## config.mk

```make
export PLATFORM = sky130hd
export DESIGN_NAME = fetch_steer_flat
export DESIGN_NICKNAME = d
export VERILOG_FILES = /design/src/rtl/fetch_steer_if.sv /design/src/rtl/fetch_steer.sv /design/src/flat_wrapper.sv
export SDC_FILE = /design/constraint.sdc
export NUM_CORES = 1
export LEC_CHECK = 0
export CORE_MARGIN = 2
export CORE_UTILIZATION = 35
export DETAILED_ROUTE_END_ITERATION = 7
export PLACE_DENSITY = 0.7
export SLEW_MARGIN = 0
export SYNTH_ARGS = -nofsm -noshare
export SYNTH_HDL_FRONTEND = slang
export SYNTH_SLANG_ARGS = --single-unit
export TNS_END_PERCENT = 1
```

## constraint.sdc

```tcl
create_clock -name clk -period 5.26 [get_ports clk]
set_input_delay 1.315 -clock clk [delete_from_list [all_inputs] [get_ports clk]]
set_output_delay 1.315 -clock clk [all_outputs]
set_load 0.01 [all_outputs]
```

## src/rtl/fetch_steer_if.sv

```systemverilog
// Fetch-stage bus between the PC/fetch unit (master) and fetch_steer (slave).
interface fetch_steer_if #(
  parameter int unsigned PC_W = 8
) ();
  logic [PC_W-1:0] pc1_if;
  logic [15:0]     instr_if;
  logic            load_pc;
  logic [3:0]      branch_sel;
  logic [PC_W-1:0] pc_branch;
  logic [PC_W-1:0] pc_rd;

  modport master (
    output pc1_if, instr_if,
    input  load_pc, branch_sel, pc_branch, pc_rd
  );

  modport slave (
    input  pc1_if, instr_if,
    output load_pc, branch_sel, pc_branch, pc_rd
  );
endinterface

```

## src/rtl/fetch_steer.sv

```systemverilog
// IF/ID register and control-flow steering for the 8-bit-PC core's fetch stage.
// Optional FETCH_STEER_STATS_EN adds saturating taken/stall counters.
module fetch_steer #(
  parameter int unsigned PC_W = 8,
  parameter logic [15:0] NOP  = 16'h0000
) (
  input  logic            clk,
  input  logic            rst_n,
  fetch_steer_if.slave    fetch,
  input  logic            stall_in,
  input  logic            flags_valid,
  input  logic            flag_z,
  input  logic            flag_n,
  input  logic            flag_v,
  input  logic [PC_W-1:0] rd_val,
  output logic [15:0]     instr_id,
  output logic [PC_W-1:0] pc1_id,
  output logic            valid_id,
`ifdef FETCH_STEER_STATS_EN
  output logic [15:0]     taken_cnt,
  output logic [15:0]     stall_cnt,
`endif
  output logic            halted
);

  typedef enum logic [1:0] {StInit, StRun, StWaitFlags, StHalt} state_e;

  state_e          state_q, state_d;
  logic [15:0]     instr_id_q;
  logic [PC_W-1:0] pc1_id_q;
  logic            valid_id_q;

  logic [2:0]      op, cond;
  logic [7:0]      imm8;
  logic            is_br, is_jr, is_halt, cond_true;
  logic            load_pc_c, id_capture, id_squash, redirect;
  logic [3:0]      branch_sel_c;

  assign op   = instr_id_q[15:13];
  assign cond = instr_id_q[10:8];
  assign imm8 = instr_id_q[7:0];

  logic unused_bits;
  assign unused_bits = ^instr_id_q[12:11];

  assign is_br   = valid_id_q && (op == 3'b001);
  assign is_jr   = valid_id_q && (op == 3'b010);
  assign is_halt = valid_id_q && (op == 3'b111);

  always_comb begin
    cond_true = 1'b0;
    unique case (cond)
      3'b000:  cond_true = 1'b1;
      3'b001:  cond_true = flag_z;
      3'b010:  cond_true = !flag_z;
      3'b011:  cond_true = flag_n ^ flag_v;
      3'b100:  cond_true = flag_z | (flag_n ^ flag_v);
      default: cond_true = 1'b0;
    endcase
  end

  always_comb begin
    state_d      = state_q;
    load_pc_c    = 1'b0;
    branch_sel_c = 4'b0010;
    id_capture   = 1'b0;
    id_squash    = 1'b0;
    redirect     = 1'b0;
    unique case (state_q)
      StInit: begin
        load_pc_c    = 1'b1;
        branch_sel_c = 4'b0001;
        id_squash    = 1'b1;
        state_d      = StRun;
      end
      // The branch stays in ID while waiting, so the wait state re-runs the same decode.
      StRun, StWaitFlags: begin
        if (!stall_in) begin
          if (is_halt) begin
            state_d    = StHalt;
            load_pc_c  = 1'b1;
            id_capture = 1'b1;
          end else if (is_br && (cond != 3'b000) && !flags_valid) begin
            state_d = StWaitFlags;
          end else begin
            state_d   = StRun;
            load_pc_c = 1'b1;
            if (is_br && cond_true) begin
              branch_sel_c = 4'b0100;
              id_squash    = 1'b1;
              redirect     = 1'b1;
            end else if (is_jr) begin
              branch_sel_c = 4'b1000;
              id_squash    = 1'b1;
              redirect     = 1'b1;
            end else begin
              id_capture = 1'b1;
            end
          end
        end
      end
      StHalt: ;
      default: state_d = StInit;
    endcase
  end

  always_ff @(posedge clk or negedge rst_n) begin
    if (!rst_n) begin
      state_q    <= StInit;
      instr_id_q <= NOP;
      pc1_id_q   <= '0;
      valid_id_q <= 1'b0;
    end else begin
      state_q <= state_d;
      if (id_squash) begin
        instr_id_q <= NOP;
        valid_id_q <= 1'b0;
      end else if (id_capture) begin
        instr_id_q <= fetch.instr_if;
        pc1_id_q   <= fetch.pc1_if;
        valid_id_q <= 1'b1;
      end
    end
  end

`ifdef FETCH_STEER_STATS_EN
  logic [15:0] taken_cnt_q, stall_cnt_q;
  logic        stall_cycle;

  assign stall_cycle = ((state_q == StRun) || (state_q == StWaitFlags)) && !load_pc_c;

  always_ff @(posedge clk or negedge rst_n) begin
    if (!rst_n) begin
      taken_cnt_q <= '0;
      stall_cnt_q <= '0;
    end else begin
      if (redirect && (taken_cnt_q != 16'hFFFF)) taken_cnt_q <= taken_cnt_q + 16'd1;
      if (stall_cycle && (stall_cnt_q != 16'hFFFF)) stall_cnt_q <= stall_cnt_q + 16'd1;
    end
  end

  assign taken_cnt = taken_cnt_q;
  assign stall_cnt = stall_cnt_q;
`endif

  // load_pc is gated so the fetch unit sees it low for the whole reset assertion.
  assign fetch.load_pc    = load_pc_c & rst_n;
  assign fetch.branch_sel = branch_sel_c;
  assign fetch.pc_branch  = pc1_id_q + PC_W'($signed(imm8));
  assign fetch.pc_rd      = rd_val;

  assign instr_id = instr_id_q;
  assign pc1_id   = pc1_id_q;
  assign valid_id = valid_id_q;
  assign halted   = (state_q == StHalt);

endmodule

```

## src/flat_wrapper.sv

```systemverilog
// flat-port wrapper written by rule: the top's interface ports become plain ports
module fetch_steer_flat 
#(
  parameter int unsigned PC_W = 8,
  parameter logic [15:0] NOP  = 16'h0000
)
  (clk, rst_n, stall_in, flags_valid, flag_z, flag_n, flag_v, rd_val, instr_id, pc1_id, valid_id, halted, fetch_pc1_if, fetch_instr_if, fetch_load_pc, fetch_branch_sel, fetch_pc_branch, fetch_pc_rd);
  fetch_steer_if #(.PC_W(PC_W)) fetch_i ();
  input  logic clk;
  input  logic rst_n;
  input  logic stall_in;
  input  logic flags_valid;
  input  logic flag_z;
  input  logic flag_n;
  input  logic flag_v;
  input  logic [PC_W-1:0] rd_val;
  output logic [15:0] instr_id;
  output logic [PC_W-1:0] pc1_id;
  output logic valid_id;
  output logic halted;
  input wire logic [$bits(fetch_i.pc1_if)-1:0] fetch_pc1_if;
  input wire logic [$bits(fetch_i.instr_if)-1:0] fetch_instr_if;
  output wire logic [$bits(fetch_i.load_pc)-1:0] fetch_load_pc;
  output wire logic [$bits(fetch_i.branch_sel)-1:0] fetch_branch_sel;
  output wire logic [$bits(fetch_i.pc_branch)-1:0] fetch_pc_branch;
  output wire logic [$bits(fetch_i.pc_rd)-1:0] fetch_pc_rd;
  assign fetch_i.pc1_if = fetch_pc1_if;
  assign fetch_i.instr_if = fetch_instr_if;
  assign fetch_load_pc = fetch_i.load_pc;
  assign fetch_branch_sel = fetch_i.branch_sel;
  assign fetch_pc_branch = fetch_i.pc_branch;
  assign fetch_pc_rd = fetch_i.pc_rd;
  fetch_steer #(.PC_W(PC_W), .NOP(NOP)) u_core (.clk(clk), .rst_n(rst_n), .fetch(fetch_i), .stall_in(stall_in), .flags_valid(flags_valid), .flag_z(flag_z), .flag_n(flag_n), .flag_v(flag_v), .rd_val(rd_val), .instr_id(instr_id), .pc1_id(pc1_id), .valid_id(valid_id), .halted(halted));
endmodule
```

; After elaboration in Yosys (flattened, before gate mapping)
; Cells that the tools add are included.
[totals]
register_bits = 27
in_bits = 39
n_memories = 0
out_inout_bits = 47
latchBits = 0
wordCells = 67
ramBits = 0
romBits = 0
[classes]
mul = 0
order_cmp = 0
add_sub_neg = 1
n_reduce_logical = 16
n_bitwise = 4
n_shift = 0
n_div = 0
n_mux = 31
eq_ne = 11
[op_table]
columns = op, count
row1 = 2-to-1 mux 16 bit, 2
row2 = 2-to-1 mux 4 bit, 5
row3 = 2-to-1 mux 1 bit, 16
row4 = "== test 3 x 2 -> 1 bit, second input constant", 3
row5 = adder 8 bit, 1
row6 = case mux 4 bit (2 select lines), 1
row7 = "== test 3 x 1 -> 1 bit, second input constant", 2
row8 = "== test 3 bit, second input constant", 2
row9 = logical AND 1 bit, 6
row10 = 2-to-1 mux 2 bit, 3
row11 = case mux 1 bit (5 select lines), 1
row12 = "== test 2 bit, second input constant", 2
row13 = case mux 1 bit (2 select lines), 2
row14 = case mux 2 bit (2 select lines), 1
row15 = AND reduction 2 bit, 2
row16 = nonzero test 2 bit, 2
row17 = zero test 3 bit, 1
row18 = nonzero test 3 bit, 1
row19 = "== test 2 x 1 -> 1 bit, second input constant", 1
row20 = zero test 1 bit, 2
row21 = zero test 2 bit, 1
row22 = "inequality test 2 bit, second input constant", 1
row23 = OR reduction 2 bit, 1
row24 = AND 1 bit, 1
row25 = other kinds (3), 3

; Depth between registers and ports, before layout
[logic_depth]
ltp_word = 11
depth_mapped = 9
mapped_depth_nobuf = 9

; Least setup slack after synthesis
; OpenSTA, ideal clock, no wires.
[synth_timing]
path_type = input port to output port
startpoint = input stall_in
endpoint = output fetch_branch_sel[3]
path_slack_ns = 1.773
cell_stages = 4
path_buffers = 0
arrival_ns = 2.172
path_cell_list = nor2b_1 and2_1 nand2_1 nor3_1
[synth_via]
elab_chain_cells = 2
[synth_rtl]
columns = item, line
row1 = start: declaration, flat_wrapper.sv:11  ; input logic stall_in;
row2 = 2-to-1 mux 4 bit, fetch_steer.sv:78  ; if (!stall_in) begin
row3 = case mux 4 bit (2 select lines), fetch_steer.sv:69  ; unique case (state_q)
row4 = end: declaration, flat_wrapper.sv:24  ; output wire logic [$bits(fetch_i.branch_sel)-1:0] fetch_branch_sel;
; No other way between the ends.

; Final worst setup path
; Ends and elaborated chain as after synthesis.

==> metrics <==
Initial Util=0.369; Mapped Nets=203; Initial DRC Count=36; Worst Hold Launch=u_core.instr_id[11]; Hold Crit Depth=2; H-tree Lvls=1; Post-CTS Resized=0; global-route wire length before repair=6200 µm; total global-route track usage=0.151; CTS tree=done; Die Y=72.4 µm; worst reg-to-reg setup slack=between 2 and 3 ns; root buf cell=clkbuf_8; drt via density=4.95; total of max-cap violations=0; Fmax=225 MHz; fin crit period=4.45 ns; area grow syn2layout=44.9%; DRT Pass-1 Iters=4; Cell Chain, Critical Path=clkdlybuf4s50_1, nor2b_1, and2_1, nand2_1, nor3_1, clkdlybuf4s50_1; synth top area cells=dfrtp_1, mux2i_1, ha_1, nor2_1, mux2_2; Hold Fails Final Rpt=0; port bufs=69; worst hold slack=0.540 ns; max incr delay on CP=0.56 ns; Synth Register Bits=27; core area=0.00444 mm²; WP buf/inv=2; CTS clk-pin slew, worst paths=approximately 0.09 ns; hold path endpoint=u_core.instr_id[11]; commonest non-fill, non-tap cell in the layout=clkdlybuf4s50_1; final WL=3820 µm; vias in the first global route=around 1,400; outcome=finished, final reports clean; WS Path Type=in -> out; critical path peak fanout=6; Top delay family on crit path=buffers and inverters; WL/cell=14.1 µm; deepest clock path buffer count=2; largest net degree at the start of global routing=28; maximum VDD drop=372 µV; LEAKAGE=~1.1 nW; Yosys top cell by area=dfrtp_1; TNS Setup=0 ns; Crit. End Element=output port; CTS buffer count=3; Final period util=0.846; Post-DRT Antenna Nets=0; Worst Hold Class=reg -> reg; Worst Max-Slew Pin Slew=0.773 ns; drt drc=0; Fin Clk Skew=around 0.0023 ns; later-pin clock latency in the skew report=0.27 ns; Startpoint Class=input port; Post-CTS Setup Bufs=0; final setup vio count=0; layout cells sized above 1=0.0917; Post-Syn Instances=154; RR Endpoint=u_core.pc1_id[3]; chip width=72.4 µm; Critical R2R Launch=u_core.state_q[0]; count of cell types in the netlist=37; synthesized cell area=0.00164 mm²; antenna cells=0; CTS sink cnt=27; Crit path top cell by count=clkdlybuf4s50_1; Hold Buf Count CTS=0; GP Congestion=0.810; yosys warns=0; total die area=0.00525 mm²; CP max-delay cell=clkdlybuf4s50_1; detailed placement HPWL=approximately 2900 µm; number of vias in the routed layout=between 1,000 and 1,500; Slew headroom=0.483; final net count=roughly 270; Slew Viols, Final=0; Avg Inst Size Synth=10.6 µm²; commonest non-fill, non-tap cells in the layout=clkdlybuf4s50_1, dfrtp_1, nor2_1; I/O pin count=86; antenna violations before repair=0; Std-Cell Rows=24; sequential-to-total area share from yosys stat=0.412; RSZ-0062 raised after global routing=false; worst-case reg-to-reg path depth=6; critical path data required time=3.94 ns; PD cells=735 mW/mm²; WP data arrival=about 3.1 ns; Overflow after GRT=0; Yosys top cell area share=0.412
==> per-stage QoR <==
step / setup WS, ns / total power [mW] / instance area (µm²) / utilization / cells
2_1_floorplan: 1.77 / 1.08 / 1640 / - / 154
3_3_place_gp: 0.829 / 1.63 / 2330 / 0.524 / 266
6_report: 0.809 / 1.75 / 2370 / 0.534 / 270
4_1_cts: 0.808 / 1.77 / 2370 / 0.534 / 270
5_1_grt: 0.600 / 1.89 / 2370 / 0.534 / 270
3_5_place_dp: 0.813 / 1.64 / 2330 / 0.524 / 266
==> worst reg2reg max path, stage by stage (launching register included) <==
cell	delay, ns
dfrtp_1	0.38
inv_1	0.05
ha_1	0.28
nor2b_1	0.35
nand3_1	0.63
nor2_8	0.42
mux2_2	0.37
==> cell type report <==
type	instances	area [µm²]
Clock buffer	4	45.0
Fill cell	412	2070
Inverter	11	41.3
Timing Repair Buffer	71	706
Tap cell	52	65.1
Multi-Input combinational cell	105	842
Sequential cell	27	676
==> cells by family (layout without fill, tap and decap cells) <==
family / after synthesis / count (layout) / synth area share
adder cells (fa/ha/maj): 10 / 10 / 0.0809
flip-flops: 27 / 27 / 0.412
multiplexers: 24 / 24 / 0.153
buffers and inverters: 22 / 86 / 0.0740
XOR/XNOR: 7 / 7 / 0.0374
AO/OA/AOI/OAI: 19 / 19 / 0.0893
AND/OR/NAND/NOR: 45 / 45 / 0.153
==> synthesized netlist by cell type <==
cell type / instances
nand4bb_1: 1
nor2_8: 1
fa_1: 1
nand2_1: 2
o21a_1: 2
a31oi_1: 1
a21oi_4: 1
nand3b_1: 1
a221oi_2: 1
buf_4: 10
dfrtp_1: 27
or3b_4: 1
and4bb_4: 1
nor2_1: 25
nand4_1: 1
nand3_1: 1
o22ai_1: 1
o21ai_0: 2
ha_1: 9
and3_1: 1
mux2_2: 8
o2111ai_2: 1
and2_1: 1
buf_2: 1
inv_1: 11
xor2_1: 1
o32ai_1: 1
xnor2_1: 6
nor3b_1: 1
mux2i_1: 16
nor2b_1: 3
o41ai_1: 1
nor3_1: 4
a21oi_1: 6
o31ai_1: 1
a21o_1: 1
nand2b_4: 1
==> registers in the layout (all words and copies together) (netlist names) <==
signal	count
u_core.state_q	2
u_core.pc1_id	8
u_core.instr_id	16
u_core.valid_id	1
==> where the power goes <==
part	internal [mW]	leakage [nW]	total, mW	switching [mW]
Combinational	0.682	0.737	1.22	0.535
Sequential	0.314	0.318	0.413	0.0988
Clock	0.0542	0.0228	0.117	0.0626
==> worst max-delay path by stage <==
stage / start / endpoint / slack (ns) / depth (start not counted)
after global routing: flag_v / fetch_branch_sel[1] / 0.60 / 7
final: stall_in / fetch_branch_sel[3] / 0.81 / 6
after floorplan: stall_in / fetch_branch_sel[3] / 1.77 / 4
after detailed placement: flag_z / fetch_branch_sel[1] / 0.81 / 7
after CTS: flag_z / fetch_branch_sel[1] / 0.81 / 7
after global placement: flag_v / fetch_branch_sel[1] / 0.83 / 7
==> metal layers <==
layer / track usage / wire length [µm]
met1: 0.183 / 1660
met2: 0.250 / 1750
met3: 0.0597 / 385
met4: 0.0432 / 30
met5: 0 / 0
Power figures use the tool's default switching activity.
==> patch 1 (config.mk and constraints unchanged) <==
Re-encode `state_e` (4 states) as Gray code, 2 bits wide.
--- a/src/rtl/fetch_steer.sv
+++ b/src/rtl/fetch_steer.sv
@@ -25,3 +25,3 @@
 
-  typedef enum logic [1:0] {StInit, StRun, StWaitFlags, StHalt} state_e;
+  typedef enum logic [1:0] {StInit = 2'b00, StRun = 2'b01, StWaitFlags = 2'b11, StHalt = 2'b10} state_e;
 
Function: same outputs for any inputs over 10 cycles, from zero or initial values and one cycle with rst_n low; not proved beyond that.
==> patch 1 against the original RTL <==
- sequential cell count is the same
- synthesized cell count is 13% lower
- worst setup slack better by 0.016 ns
- count of clock-buffer cells in the layout unchanged
- fmax rose by 0.36%
- total power shrank 19%
- register-to-register slack gained 0.16 ns
- sequential power is 9.0% lower
- synthesized area shrank 7.8%
- utilization rose by 1.1 points
- clock power shrank 3%
- wire length fell by 4.4%
- final area decreased by 6.1%
- critical path depth rose by 1
==> patch 1: results (changes against the original RTL) <==
- The number of vias per cell after detailed routing is 5.09 (was 4.95).
- Dominant cells by area after synthesis: sky130_fd_sc_hd__dfrtp_1 (45%), sky130_fd_sc_hd__a22o_1 (9.3%), sky130_fd_sc_hd__ha_1 (5.8%), sky130_fd_sc_hd__buf_4 (4.5%), sky130_fd_sc_hd__mux2_4 (4.0%) (was sky130_fd_sc_hd__dfrtp_1 (41%), sky130_fd_sc_hd__mux2i_1 (9.8%), sky130_fd_sc_hd__ha_1 (6.9%), sky130_fd_sc_hd__nor2_1 (5.7%), sky130_fd_sc_hd__mux2_2 (5.5%)).
- The met3 global-route usage is 4.36% (was 5.97%).
- The global-route wire length before repair is 6180 um (was 6200 um).
- The number of violations reported at the end of detailed-routing iteration 0 is 62 (was 36).
- The met2 track demand over resource in global routing is 25.9% (was 25.0%).
- The share of final-layout standard cells stronger than drive strength 1 is 7.58% (was 9.17%).
- The delay of the slowest critical-path stage was 0.48 ns (was 0.56 ns).
- The total number of nets in the final design is 246 (was 268).
- The total routing usage reported by global routing came to 15.6% (was 15.1%).
- The reg-to-reg endpoint is u_core.pc1_id[7] (was u_core.pc1_id[3]).
- The critical-path maximum fanout is 2 (was 6).
- The aggregate routed wire length was 3650 um (was 3820 um).
- The clock skew after layout was 0.00208 ns (was 0.00232 ns).
- The detailed placer's ending HPWL came to 2830 um (was 2880 um).
- The via count is 1,262 (was 1,337).
- The met1 routed wirelength after detailed routing was 1530 um (was 1660 um).
- The slack of the worst reg-to-reg path was 2.82 ns (was 2.66 ns).
- The worst setup path endpoint is fetch_branch_sel[1] (was fetch_branch_sel[3]).
- The reg-to-reg critical path startpoint is u_core.instr_id[10] (was u_core.state_q[0]).
- The filler cell count in the final layout was 368 (was 412).
- The global-route track usage on met1 was 19.3% (was 18.3%).
- The distinct cell type count of the synthesized netlist is 40 (was 37).
- The arrival time at the worst endpoint is 3.12 ns (was 3.14 ns).
- The count of placed standard cells including taps was 244 (was 266).
- The net count of the mapped netlist is 181 (was 203).
- The mean cell area of the mapped netlist is 11.3 um2 (was 10.6 um2).
- The cell class contributing the biggest share of worst-path delay is buffers and inverters (unchanged).
- The maximum number of pins on one net before global-route repair was 29 (was 28).
- Most frequent cells after synthesis: sky130_fd_sc_hd__dfrtp_1 (27), sky130_fd_sc_hd__a22o_1 (16), sky130_fd_sc_hd__nor2_1 (12) (was sky130_fd_sc_hd__dfrtp_1 (27), sky130_fd_sc_hd__nor2_1 (25), sky130_fd_sc_hd__mux2i_1 (16)).
- The worst-case vdd ir drop is 0.360 mV (was 0.372 mV).
- Status: completed (unchanged).
- The static leakage is 0.949 nW (was 1.08 nW).
- The sequential element share of the synthesized area came to 44.7% (was 41.2%).
- The weighted congestion reported at the end of routability-driven placement is 0.829 (was 0.810).
- The actual slew at the worst max-slew pin is 0.489 ns (was 0.773 ns).
- The routed length on met2 is 1850 um (was 1750 um).
- The startpoint of the worst setup timing path was flag_n (was stall_in).
- The sum of met3 wire segment lengths after detailed routing came to 196 um (was 385 um).
- The post-CTS setup buffer count is 0 (unchanged).
- The diode insertion count for antenna repair is 0 (unchanged).
==> patch 1: cell count changes in the layout (fill, tap and decap cells not counted), moves of 2 or more <==
cell / before / now
sky130_fd_sc_hd__nor3_1: 4 / 2
sky130_fd_sc_hd__nor2b_1: 3 / 5
sky130_fd_sc_hd__a22o_1: 0 / 16
sky130_fd_sc_hd__mux2i_1: 16 / 1
sky130_fd_sc_hd__a21oi_1: 6 / 2
sky130_fd_sc_hd__mux2_4: 0 / 4
sky130_fd_sc_hd__nand2b_1: 0 / 2
sky130_fd_sc_hd__mux2_2: 8 / 4
sky130_fd_sc_hd__ha_1: 9 / 7
sky130_fd_sc_hd__nor2_1: 25 / 12
sky130_fd_sc_hd__inv_1: 11 / 8
==> patch 1: cells by family after synthesis <==
logic type      count (synthesis)  share of synthesized area (%)
fa+ha+maj                       8                           7.12
flops                          27                           44.7
simple gates                   33                           12.0
mux                             9                           7.62
xor+xnor                        6                           3.48
compound gates                 31                           16.3
buf+inv                        20                           8.77
==> patch 1: how the worst min path moves through the flow <==
stage	endpoint	slack, ns	start	cells past startpoint
after floorplan	u_core.state_q[1]	0.48	u_core.state_q[1]	1
after global placement	u_core.state_q[1]	0.49	u_core.state_q[1]	1
after detailed placement	u_core.instr_id[12]	0.49	u_core.instr_id[12]	1
after CTS	u_core.instr_id[12]	0.52	u_core.instr_id[12]	1
after global routing	u_core.instr_id[12]	0.53	u_core.instr_id[12]	1
final	u_core.instr_id[12]	0.51	u_core.instr_id[12]	1
==> patch 1: worst reg2reg max path: stages (launching register included) <==
cell                      delay (ns)
sky130_fd_sc_hd__dfrtp_1        0.43
sky130_fd_sc_hd__or3_1          0.39
sky130_fd_sc_hd__and2_0         0.16
sky130_fd_sc_hd__o31ai_1        0.22
sky130_fd_sc_hd__and2_1         0.46
sky130_fd_sc_hd__buf_4          0.31
sky130_fd_sc_hd__mux2_2         0.36
==> patch 1: per-stage QoR <==
stage | instance area [um2] | worst slack [ns] | total power [mW]
after CTS | 2230 | 0.818 | 1.42
after global placement | 2180 | 0.865 | 1.28
after floorplan | 1510 | 1.80 | 0.856
after detailed placement | 2180 | 0.822 | 1.30
after global routing | 2230 | 0.639 | 1.51
final | 2230 | 0.825 | 1.41
==> patch 1: area by class of cell <==
class | instances | share of cell area [%]
Clock buffer | 4 | 2.02
Inverter | 8 | 1.35
Multi-Input combinational cell | 87 | 31.5
Sequential cell | 27 | 30.3
Tap cell | 50 | 2.81
Timing Repair Buffer | 72 | 32.0
==> patch 1: where the power goes <==
| part | internal [mW] | switching [mW] |
|---|---|---|
| clock network | 0.0541 | 0.0588 |
| logic | 0.544 | 0.375 |
| registers | 0.292 | 0.0837 |
==> patch 2 (config.mk and constraints unchanged) <==
Made on the original files. `PC_W` is set to 8 in 3 places; all go to 10.
--- a/src/rtl/fetch_steer_if.sv
+++ b/src/rtl/fetch_steer_if.sv
@@ -2,3 +2,3 @@
 interface fetch_steer_if #(
-  parameter int unsigned PC_W = 8
+  parameter int unsigned PC_W = 10
 ) ();
--- a/src/rtl/fetch_steer.sv
+++ b/src/rtl/fetch_steer.sv
@@ -3,3 +3,3 @@
 module fetch_steer #(
-  parameter int unsigned PC_W = 8,
+  parameter int unsigned PC_W = 10,
   parameter logic [15:0] NOP  = 16'h0000
--- a/src/flat_wrapper.sv
+++ b/src/flat_wrapper.sv
@@ -3,3 +3,3 @@
 #(
-  parameter int unsigned PC_W = 8,
+  parameter int unsigned PC_W = 10,
   parameter logic [15:0] NOP  = 16'h0000
Ports: changed (5 resized); port bits go from 86 to 96. No check against the original RTL was run, so the function may have changed too.
==> patch 2 against the original RTL <==
- wire length increased by 6.3%
- utilization decreased by 0.62 points
- final area increased by 13%
- synthesized cell count increased by 13%
- sequential cell count increased by 2
- worst setup slack improved by 0.0019 ns
- synthesized area increased by 11%
- critical endpoint is now fetch_branch_sel[1]
- largest cell class unchanged
- highest routed layer unchanged
Power is left out: it rests on default switching activity, and per cell area and clock period it moved more than threefold.
==> patch 2: results (changes against the original RTL) <==
- The count of port buffers added during placement is 75 (was 69).
- The pre-CTS setup slack is 0.822 ns (was 0.813 ns).
- The total clock buffers created by CTS is 5 (was 3).
- The total routing usage reported by global routing was 15.1% (about the same).
- The clock transition at the registers of the reported paths is 0.06 ns (was 0.09 ns).
- The total number of nets in the final design is 301 (was 268).
- The number of iterations in the first detailed-routing pass was 4 (unchanged).
- The post-CTS setup buffer count was 0 (unchanged).
- The number of levels in the clock H-tree is 2 (was 1).
- Dominant cells by area after synthesis: sky130_fd_sc_hd__dfrtp_1 (40%), sky130_fd_sc_hd__mux2i_1 (9.4%), sky130_fd_sc_hd__mux2_4 (8.3%), sky130_fd_sc_hd__ha_1 (7.6%), sky130_fd_sc_hd__nor2_1 (4.3%) (was sky130_fd_sc_hd__dfrtp_1 (41%), sky130_fd_sc_hd__mux2i_1 (9.8%), sky130_fd_sc_hd__ha_1 (6.9%), sky130_fd_sc_hd__nor2_1 (5.7%), sky130_fd_sc_hd__mux2_2 (5.5%)).
- The cell at the root of the clock tree is sky130_fd_sc_hd__clkbuf_8 (unchanged).
- The distinct cell type count of the synthesized netlist came to 35 (was 37).
- The share of final-layout standard cells stronger than drive strength 1 is 10.1% (was 9.17%).
- The diode insertion count for antenna repair came to 0 (unchanged).
- The sequential element share of the synthesized area is 39.9% (was 41.2%).
- The fraction of synthesis flops using an asynchronous set or reset pin came to 100% (unchanged).
- The clock skew after layout is 0.00499 ns (was 0.00232 ns).
- The global-route wire length before repair is 7060 um (was 6200 um).
- The critical-path maximum fanout is 3 (was 6).
- Status: completed (unchanged).
- The number of synthesis warnings is 0 (unchanged).
- The net count of the mapped netlist came to 229 (was 203).
- The leftover overflow at the end of global routing is 0 (unchanged).
- The number of vias per cell after detailed routing is 4.57 (was 4.95).
- Most frequent cells after synthesis: sky130_fd_sc_hd__dfrtp_1 (29), sky130_fd_sc_hd__nor2_1 (21), sky130_fd_sc_hd__mux2i_1 (17) (was sky130_fd_sc_hd__dfrtp_1 (27), sky130_fd_sc_hd__nor2_1 (25), sky130_fd_sc_hd__mux2i_1 (16)).
- The post-CTS resize count was 0 (unchanged).
- The filler cell count in the final layout is 484 (was 412).
- The count of placed standard cells including taps is 309 (was 266).
- The mean cell area of the mapped netlist was 10.4 um2 (was 10.6 um2).
- The arrival time at the worst endpoint is 3.13 ns (was 3.14 ns).
- The initial antenna violation count is 0 (unchanged).
- The max-cap violation count is 0 (unchanged).
- The number of violations reported at the end of detailed-routing iteration 0 is 41 (was 36).
- The via count was 1,450 (was 1,337).
- The flip-flop count of the largest register, all copies and words added is 16 (unchanged).
- The post-placement cell area is 2580 um2 (was 2330 um2).
- The maximum number of pins on one net before global-route repair is 30 (was 28).
- The type of the most critical hold path was reg2reg (unchanged).
- The headroom to the max-slew limit is 63.6% (was 48.3%).
- The average wire per standard cell was 12.8 um (was 14.1 um).
- The clock insertion delay at the later pin of the skew report is 0.27 ns (about the same).
- The maximum root-to-sink buffer count is 2 (unchanged).
- The detailed placer's ending HPWL is 3030 um (was 2880 um).
- The weighted congestion reported at the end of routability-driven placement is 0.797 (was 0.810).
==> patch 2: cell count changes in the layout (fill, tap and decap cells not counted), moves of 2 or more <==
cell	unedited run	this run
sky130_fd_sc_hd__clkbuf_8	3	7
sky130_fd_sc_hd__mux2_2	8	0
sky130_fd_sc_hd__xor2_1	1	5
sky130_fd_sc_hd__a21oi_1	6	14
sky130_fd_sc_hd__ha_1	9	11
sky130_fd_sc_hd__mux2_4	0	10
sky130_fd_sc_hd__clkdlybuf4s50_1	69	75
sky130_fd_sc_hd__dfrtp_1	27	29
sky130_fd_sc_hd__nor2_1	25	21
sky130_fd_sc_hd__nand2_1	2	7
sky130_fd_sc_hd__buf_4	2	4
sky130_fd_sc_hd__a21o_1	1	3
==> patch 2: per-layer routing <==
| layer | GRT usage, % | vias to the layer above | share of wire, % |
|---|---|---|---|
| met5 | 0 | - | 0 |
| met3 | 4.74 | 5 | 6.4 |
| met1 | 19.2 | 663 | 47 |
| li1 | - | 731 | - |
| met4 | 4.55 | 0 | 0.76 |
| met2 | 24.6 | 51 | 45 |
==> patch 2: path summary, 6_finish.rpt <==
check	end	slack, ns	depth (start not counted)	start
setup / recovery	fetch_branch_sel[1]	0.81	8	flag_n
hold / removal	u_core.instr_id[11]	0.54	2	u_core.instr_id[11]
setup reg to reg	u_core.pc1_id[7]	2.72	10	u_core.state_q[0]
hold reg to reg	u_core.instr_id[11]	0.54	2	u_core.instr_id[11]
max in group asynchronous	u_core.pc1_id[7]	3.52	2	rst_n
min in group asynchronous	u_core.instr_id[4]	1.46	2	rst_n
==> patch 2: cell type report <==
| cell class | instances | area, um2 | share of cell area [%] |
|---|---|---|---|
| timing repair buffer | 79 | 781 | 29.1 |
| sequential | 29 | 726 | 27.1 |
| inverter | 11 | 41.3 | 1.54 |
| tap | 70 | 87.6 | 3.27 |
| clock inverter | 1 | 5.00 | 0.187 |
| clock buffer | 7 | 96.3 | 3.59 |
| multi-input combinational | 120 | 943 | 35.2 |
==> patch 2: critical path, stage by stage <==
cell	delay (ns)
sky130_fd_sc_hd__clkdlybuf4s50_1	0.47
sky130_fd_sc_hd__xor2_1	0.18
sky130_fd_sc_hd__a31oi_1	0.10
sky130_fd_sc_hd__o22ai_1	0.25
sky130_fd_sc_hd__nand2_1	0.12
sky130_fd_sc_hd__a21oi_1	0.16
sky130_fd_sc_hd__a21oi_1	0.06
sky130_fd_sc_hd__clkdlybuf4s50_1	0.48
==> patch 2: kinds of logic (layout without fill, tap and decap cells) <==
kind of cell             Yosys count  count (layout)  share of synthesized area [%]
buffers and inverters             25              98                           8.19
adder cells (fa/ha/maj)           12              12                           8.67
XOR/XNOR                          10              10                           4.82
flip-flops                        29              29                           39.9
AND/OR/NAND/NOR                   42              42                           11.1
multiplexers                      27              27                           17.6
AO/OA/AOI/OAI                     29              29                           9.71
